==> config.mk <==
export PLATFORM = sky130hd
export DESIGN_NAME = dmem_arbiter_flat
export DESIGN_NICKNAME = d
export VERILOG_FILES = /design/src/rtl/dmem_arbiter_if.sv /design/src/rtl/dmem_arbiter.sv /design/src/flat_wrapper.sv
export SDC_FILE = /design/constraint.sdc
export NUM_CORES = 1
export LEC_CHECK = 0
export BUFFER_PORTS_ARGS = -buffer_cell sky130_fd_sc_hd__buf_2
export CORE_AREA = 2 2 113 115
export DETAILED_ROUTE_END_ITERATION = 10
export DIE_AREA = 0 0 115 117
export PLACE_DENSITY = 0.48
export SLEW_MARGIN = 15
export SYNTH_ARGS = -nofsm -noshare
export SYNTH_HDL_FRONTEND = slang
export SYNTH_SLANG_ARGS = --single-unit
==> constraint.sdc <==
create_clock -name clk -period 2.1 [get_ports clk]
set_input_delay 0.42 -clock clk [delete_from_list [all_inputs] [get_ports clk]]
set_output_delay 0.42 -clock clk [all_outputs]
set_load 0.005 [all_outputs]
==> src/rtl/dmem_arbiter_if.sv <==
// Requester-side bundle for one DMEM arbiter port: request fields plus grant/response.
interface dmem_arbiter_if;
    logic        req;
    logic        we;
    logic [31:0] addr;
    logic [31:0] wdata;
    logic [3:0]  wstrb;
    logic        gnt;
    logic        rvalid;
    logic [31:0] rdata;
    logic        err;

    modport master (
        output req, we, addr, wdata, wstrb,
        input  gnt, rvalid, rdata, err
    );

    modport slave (
        input  req, we, addr, wdata, wstrb,
        output gnt, rvalid, rdata, err
    );
endinterface

==> src/rtl/dmem_arbiter.sv <==
// Two-port round-robin arbiter for the single-ported DMEM with 1-cycle response routing.
module dmem_arbiter #(
    parameter  int unsigned MEM_WORDS = 4096,
    localparam int unsigned AW        = $clog2(MEM_WORDS)
) (
    input  logic                 clk,
    input  logic                 reset,
    dmem_arbiter_if.slave        p0,
    dmem_arbiter_if.slave        p1,
    output logic                 mem_en,
    output logic                 mem_we,
    output logic [AW-1:0]        mem_addr,
    output logic [31:0]          mem_wdata,
    output logic [3:0]           mem_wstrb,
    input  logic [31:0]          mem_rdata
);

    typedef struct packed {
        logic valid;
        logic port;
        logic is_read;
        logic err;
    } rsp_t;

    rsp_t        rsp_q;
    logic        last_grant_q;
    logic        any_req;
    logic        sel_p1;
    logic        win_we;
    logic [31:0] win_addr;
    logic [31:0] win_wdata;
    logic [3:0]  win_wstrb;
    logic        in_range;
    logic        rsp_live;
    logic [31:0] rsp_data;
    logic        unused_addr_lsb;

    // Pick the winner: sole requester, else the port not granted most recently
    always_comb begin
        any_req = !reset && (p0.req || p1.req);
        if (p0.req && p1.req) begin
            sel_p1 = !last_grant_q;
        end else begin
            sel_p1 = p1.req;
        end
        win_we    = sel_p1 ? p1.we    : p0.we;
        win_addr  = sel_p1 ? p1.addr  : p0.addr;
        win_wdata = sel_p1 ? p1.wdata : p0.wdata;
        win_wstrb = sel_p1 ? p1.wstrb : p0.wstrb;
        in_range  = (win_addr[31:AW+2] == '0);
    end

    assign unused_addr_lsb = ^win_addr[1:0];

    // Grants and memory port; out-of-range grants never touch the array
    always_comb begin
        mem_en    = 1'b0;
        mem_we    = 1'b0;
        mem_addr  = '0;
        mem_wdata = '0;
        mem_wstrb = '0;
        p0.gnt    = any_req && !sel_p1;
        p1.gnt    = any_req && sel_p1;
        if (any_req && in_range) begin
            mem_en    = 1'b1;
            mem_we    = win_we;
            mem_addr  = win_addr[AW+1:2];
            mem_wdata = win_wdata;
            mem_wstrb = win_wstrb;
        end
    end

    // Round-robin history and the single-entry response register
    always_ff @(posedge clk) begin
        if (reset) begin
            last_grant_q <= 1'b1;
            rsp_q        <= '0;
        end else begin
            if (any_req) begin
                last_grant_q <= sel_p1;
            end
            rsp_q.valid   <= any_req;
            rsp_q.port    <= sel_p1;
            rsp_q.is_read <= !win_we;
            rsp_q.err     <= !in_range;
        end
    end

    // Route the response to its owner; reset suppresses an in-flight response
    always_comb begin
        rsp_live  = rsp_q.valid && !reset;
        rsp_data  = (rsp_q.is_read && !rsp_q.err) ? mem_rdata : 32'h0;
        p0.rvalid = rsp_live && !rsp_q.port;
        p0.err    = rsp_live && !rsp_q.port && rsp_q.err;
        p0.rdata  = (rsp_live && !rsp_q.port) ? rsp_data : 32'h0;
        p1.rvalid = rsp_live && rsp_q.port;
        p1.err    = rsp_live && rsp_q.port && rsp_q.err;
        p1.rdata  = (rsp_live && rsp_q.port) ? rsp_data : 32'h0;
    end

endmodule

==> src/flat_wrapper.sv <==
// flat-port wrapper written by rule: the top's interface ports become plain ports
module dmem_arbiter_flat 
#(
    parameter  int unsigned MEM_WORDS = 4096,
    localparam int unsigned AW        = $clog2(MEM_WORDS)
)
  (clk, reset, mem_en, mem_we, mem_addr, mem_wdata, mem_wstrb, mem_rdata, p0_req, p0_we, p0_addr, p0_wdata, p0_wstrb, p0_gnt, p0_rvalid, p0_rdata, p0_err, p1_req, p1_we, p1_addr, p1_wdata, p1_wstrb, p1_gnt, p1_rvalid, p1_rdata, p1_err);
  dmem_arbiter_if p0_i ();
  dmem_arbiter_if p1_i ();
  input  logic clk;
  input  logic reset;
  output logic mem_en;
  output logic mem_we;
  output logic [AW-1:0] mem_addr;
  output logic [31:0] mem_wdata;
  output logic [3:0] mem_wstrb;
  input  logic [31:0] mem_rdata;
  input wire logic [$bits(p0_i.req)-1:0] p0_req;
  input wire logic [$bits(p0_i.we)-1:0] p0_we;
  input wire logic [$bits(p0_i.addr)-1:0] p0_addr;
  input wire logic [$bits(p0_i.wdata)-1:0] p0_wdata;
  input wire logic [$bits(p0_i.wstrb)-1:0] p0_wstrb;
  output wire logic [$bits(p0_i.gnt)-1:0] p0_gnt;
  output wire logic [$bits(p0_i.rvalid)-1:0] p0_rvalid;
  output wire logic [$bits(p0_i.rdata)-1:0] p0_rdata;
  output wire logic [$bits(p0_i.err)-1:0] p0_err;
  input wire logic [$bits(p1_i.req)-1:0] p1_req;
  input wire logic [$bits(p1_i.we)-1:0] p1_we;
  input wire logic [$bits(p1_i.addr)-1:0] p1_addr;
  input wire logic [$bits(p1_i.wdata)-1:0] p1_wdata;
  input wire logic [$bits(p1_i.wstrb)-1:0] p1_wstrb;
  output wire logic [$bits(p1_i.gnt)-1:0] p1_gnt;
  output wire logic [$bits(p1_i.rvalid)-1:0] p1_rvalid;
  output wire logic [$bits(p1_i.rdata)-1:0] p1_rdata;
  output wire logic [$bits(p1_i.err)-1:0] p1_err;
  assign p0_i.req = p0_req;
  assign p0_i.we = p0_we;
  assign p0_i.addr = p0_addr;
  assign p0_i.wdata = p0_wdata;
  assign p0_i.wstrb = p0_wstrb;
  assign p0_gnt = p0_i.gnt;
  assign p0_rvalid = p0_i.rvalid;
  assign p0_rdata = p0_i.rdata;
  assign p0_err = p0_i.err;
  assign p1_i.req = p1_req;
  assign p1_i.we = p1_we;
  assign p1_i.addr = p1_addr;
  assign p1_i.wdata = p1_wdata;
  assign p1_i.wstrb = p1_wstrb;
  assign p1_gnt = p1_i.gnt;
  assign p1_rvalid = p1_i.rvalid;
  assign p1_rdata = p1_i.rdata;
  assign p1_err = p1_i.err;
  dmem_arbiter #(.MEM_WORDS(MEM_WORDS)) u_core (.clk(clk), .reset(reset), .p0(p0_i), .p1(p1_i), .mem_en(mem_en), .mem_we(mem_we), .mem_addr(mem_addr), .mem_wdata(mem_wdata), .mem_wstrb(mem_wstrb), .mem_rdata(mem_rdata));
endmodule
### Yosys cells after proc, flatten, opt, wreduce, memory -nomap -nowiden

Cells that the tools add are included.

* word-level logic and storage cells: 38
* register bits: 5
* input port bits: 174
* output and inout bits: 120

* reductions and logical operators: 20
* multiplexer cells: 13

Operators by type and width (count)
* $mux W32: 6
* $logic_not A18 Y1: 1
* $mux W12: 1
* $logic_and A1 B1 Y1: 11
* $mux W4: 2
* $logic_not A1 Y1: 7
* $mux W1: 4
* $logic_or A1 B1 Y1: 1

### Logic depth before layout (Yosys ltp)

* depth in word-level cells: 6
* gate-level depth with buffers: 6
* depth with buffers taken out: 5

### Worst setup path before layout

No wires, ideal clock.

* kind: input to output
* start: input port p0_addr[28]
* end: output port mem_we
* required time: 1.680 ns
* buffers on the path: 1
* stages on the path: 5
* setup slack: 0.152 ns
* arrival time: 1.528 ns
* path through: nor4_1 > nand4_1 > o32a_4 > buf_6 > nor2_1

* cells in the longest elaborated chain, start to end: 4

RTL lines
* start, declared: RTL line flat_wrapper.sv:20 `input wire logic [$bits(p0_i.addr)-1:0] p0_addr;`
* $mux W32: RTL line dmem_arbiter.sv:47 `win_addr = sel_p1 ? p1.addr : p0.addr;`
* $logic_not A18 Y1: RTL line dmem_arbiter.sv:50 `in_range = (win_addr[31:AW+2] == '0);`
* $logic_and A1 B1 Y1: RTL line dmem_arbiter.sv:64 `if (any_req && in_range) begin`
* $mux W1: RTL line dmem_arbiter.sv:64
* end, declared: RTL line flat_wrapper.sv:13 `output logic mem_we;`

No other way between the ends.

### Worst setup path in the final report

* start: input port p0_addr[27]
* end: output port mem_wdata[30]

* cells in the longest elaborated chain, start to end: 4

RTL lines
* $mux W32: RTL line dmem_arbiter.sv:47
* $logic_not A18 Y1: RTL line dmem_arbiter.sv:50
* $logic_and A1 B1 Y1: RTL line dmem_arbiter.sv:64
* $mux W32: RTL line dmem_arbiter.sv:64
* end, declared: RTL line flat_wrapper.sv:15 `output logic [31:0] mem_wdata;`

No other way between the ends.

==> results.txt <==
leakage power summed over all cells -> 2.33 nW
floorplan die height -> 117 um
clock transition at the registers of the reported paths -> 0.03 ns
Initial Utilization -> 0.135
CTS sink cnt -> 5
pre-CTS WS -> -0.362 ns
average wire per cell in the routed design -> 12.6 um
# hold bufs at CTS -> 0
highest cell delay on the worst timing path -> 0.42 ns
most frequent standard cell in the layout excluding fill and tap cells -> sky130_fd_sc_hd__buf_2
Port-buffer cells -> 289
worst rel slew slack -> 0.712
Final Cycle Share -> 1.09
clock root buffer master -> sky130_fd_sc_hd__clkbuf_16
violated checks -> setup timing
post-route minimum period -> 2.30 ns
GRT Resource Usage Total -> 0.113
Post-Syn Nets -> 454
Min-Delay Path Depth -> 3
routed via count divided by cell count -> 4.29
post-route total power -> 0.810 mW
area of the core -> 12300 sq um
data arrival time of the critical path -> 1.88 ns
source of the worst hold timing path -> p1_req
maximum clock rate -> 0.435 GHz
First-pass DRT Iterations -> 4
data required time of the worst path -> 1.68 ns
pin count of the biggest net entering global routing -> 65
area delta synth->final -> 120%
Max-Cap Viols -> 0
Clock H-tree levels -> 1
CTS tree -> built
Hold Slack -> 0.457 ns
total of endpoints with negative setup slack in the final report -> 50
highest-count cells in the layout ignoring fill and taps -> sky130_fd_sc_hd__buf_2 (280), sky130_fd_sc_hd__nand2_1 (98), sky130_fd_sc_hd__and3_1 (64)
DRT antenna net count -> 0
type of the worst setup path -> input pin to primary output
wire length of the first global-routing pass -> 12300 um
Vias -> 3077
startpoint class of the critical path -> input pin
skew final -> 0.00133 ns
peak supply drop -> 0.000164 V
global placer's final weighted congestion -> 0.751
Max Slew Vio Count -> 0
number of clock buffers inserted by TritonCTS -> 3
cell area after synthesis -> 1660 sq um
type of the tightest min-delay check -> input pin to flip-flop
post-layout net count -> 743
maximum clock insertion buffer count -> 2
Syn Area/Cell -> 5.93 sq um
synthesis-stage register bit count -> 5
number of primary I/O pins -> 294
internal power component -> 0.549 mW
kind of end point of the critical path -> primary output
HPWL after DPL -> 7080 um
status -> finished, violations left
antenna diode instance count -> 0
Critical Path, Cell by Cell -> buf_6, nor4_4, buf_4, nand2_4, o32a_4, buf_12, a21oi_2, buf_2
fraction of the core area covered by cells at the end of the flow -> 0.297
Largest delay share family, worst path -> buffers and inverters
maximum net fanout on the critical path -> 25
PD cells -> 221 nW/um^2
fraction of layout cells with a size suffix above 1 -> 0.664
initial DRC count -> 86
number of cell rows -> 41
Final Hold Violating Endpoints -> 0
critical path buffer and inverter count -> 4
sequential area share after synthesis -> 0.0603
sink of the worst hold path -> u_core.last_grant_q$_SDFFE_PP1P_
number of global-route vias before repair -> 2608
launching point of the worst reg2reg path -> u_core.last_grant_q$_SDFFE_PP1P_
Logic pwr share -> 0.485
insertion delay to the later sink of the worst-skew pair -> 0.23 ns
capturing point of the worst reg2reg path -> u_core.rsp_q[1]$_SDFF_PP0_
wirelength, routed -> 9020 um
part of the total power dissipated in the clock network -> 0.384
net switching power -> 0.261 mW
remaining design rule violation count -> 0
total gr overflow -> 0
Cell variety after synth -> 23
Die Area -> 13500 sq um
Slew @ Worst Pin -> 0.431 ns
initial antenna violation count -> 0
slowest stage cell on the critical path -> sky130_fd_sc_hd__o32a_4
r2r setup slk -> 0.75 ns
setup ws final -> -0.199 ns
number of inserted filler cells in the final layout -> 1321
number of warnings reported in the yosys synthesis log -> 0
sequential cell fraction of total power -> 0.131
number of cells produced by synthesis -> 280
net switching fraction of the power -> 0.322
number of cell instances on the worst register-to-register path -> 5
width of the chip -> 115 um
unrepaired setup endpoints after global routing -> true
[power groups by stage]
stage | combinational (mW) | clock (mW) | sequential (mW)
after global routing | 0.436 | 0.329 | 0.107
after global placement | 0.358 | 0 | 0.107
after detailed placement | 0.366 | 0 | 0.108
final | 0.393 | 0.311 | 0.106
after CTS | 0.383 | 0.319 | 0.106
after floorplan | 0.144 | 0 | 0.105
[kinds of logic (layout without fill, tap and decap cells)]
logic type	count (synthesis)	count (layout)	share of synthesized area
DFF	5	5	0.0603
muxes	1	1	0.00603
buffers and inverters	32	320	0.0950
AOI/OAI and AO/OA	54	54	0.289
and+or+nand+nor	188	188	0.550
[worst max-delay path by stage]
| stage | start | end | slack, ns | cells past startpoint |
|---|---|---|---|---|
| 2_1_floorplan | p0_addr[28] | mem_we | 0.15 | 5 |
| 3_3_place_gp | p0_addr[24] | mem_addr[8] | -0.41 | 8 |
| 3_5_place_dp | p0_addr[24] | mem_addr[8] | -0.36 | 8 |
| 4_1_cts | p0_addr[28] | mem_addr[8] | -0.22 | 7 |
| 5_1_grt | p1_addr[21] | mem_wdata[6] | -0.31 | 8 |
| 6_report | p0_addr[27] | mem_wdata[30] | -0.20 | 8 |
[stage by stage]
stage,cell area [sq um],TNS (ns),instances
after floorplan,1660,0,280
final,3660,-8.40,718
after detailed placement,3360,-16.54,708
after CTS,3520,-9.48,713
after global routing,3660,-13.75,718
after global placement,3360,-18.61,708
[sequential cells by signal, indices dropped and copies added (netlist names)]
register / count
u_core.rsp_q: 4
u_core.last_grant_q: 1
[what timing repair did]
item                       CTS  global route
resized for setup           12            10
setup buffers                1             3
setup endpoints to repair   50            50
cloned                       0             2
pin swaps                    2             3
[layer usage]
metal | wire length [um] | track usage | vias to the layer above
li1 | - | - | 1530
met1 | 3410 | 0.120 | 1373
met2 | 4960 | 0.238 | 174
met3 | 655 | 0.0134 | 0
met4 | 0 | 0.0225 | 0
met5 | 0 | 0 | -
[area by class of cell]
class	count	area, sq um	area share
clock buffers	4	78.8	0.0215
inverters	2	7.51	0.00205
multi-input cells	243	1510	0.412
flip-flops and latches	5	100	0.0274
well taps	150	188	0.0513
repair buffers	314	1780	0.485
[synth_stat cells]
master | number | area share
sky130_fd_sc_hd__nor4_1 | 8 | 0.030
sky130_fd_sc_hd__nand4_1 | 2 | 0.0075
sky130_fd_sc_hd__o21bai_1 | 1 | 0.0045
sky130_fd_sc_hd__dfxtp_1 | 5 | 0.060
sky130_fd_sc_hd__a21boi_1 | 1 | 0.0045
sky130_fd_sc_hd__nand3_1 | 1 | 0.0030
sky130_fd_sc_hd__and3b_1 | 1 | 0.0053
sky130_fd_sc_hd__o32a_4 | 1 | 0.014
sky130_fd_sc_hd__and3_1 | 64 | 0.24
sky130_fd_sc_hd__inv_1 | 2 | 0.0045
sky130_fd_sc_hd__mux2i_1 | 1 | 0.0060
sky130_fd_sc_hd__a21bo_2 | 1 | 0.0060
sky130_fd_sc_hd__nor2b_1 | 2 | 0.0075
sky130_fd_sc_hd__nor3b_1 | 1 | 0.0045
sky130_fd_sc_hd__nand2_1 | 99 | 0.22
sky130_fd_sc_hd__nand2b_1 | 1 | 0.0038
sky130_fd_sc_hd__buf_6 | 5 | 0.034
sky130_fd_sc_hd__a21oi_2 | 48 | 0.25
sky130_fd_sc_hd__o22ai_1 | 1 | 0.0038
sky130_fd_sc_hd__and2_1 | 2 | 0.0075
sky130_fd_sc_hd__nor2_1 | 7 | 0.016
sky130_fd_sc_hd__o21ai_0 | 1 | 0.0030
sky130_fd_sc_hd__clkbuf_1 | 25 | 0.057
[worst min-delay path, cell delays in order]
cell and delay (ns):
sky130_fd_sc_hd__buf_2 0.10, sky130_fd_sc_hd__o21ai_0 0.07, sky130_fd_sc_hd__nand2b_1 0.06
No activity file was read; power rests on OpenSTA's default activity.
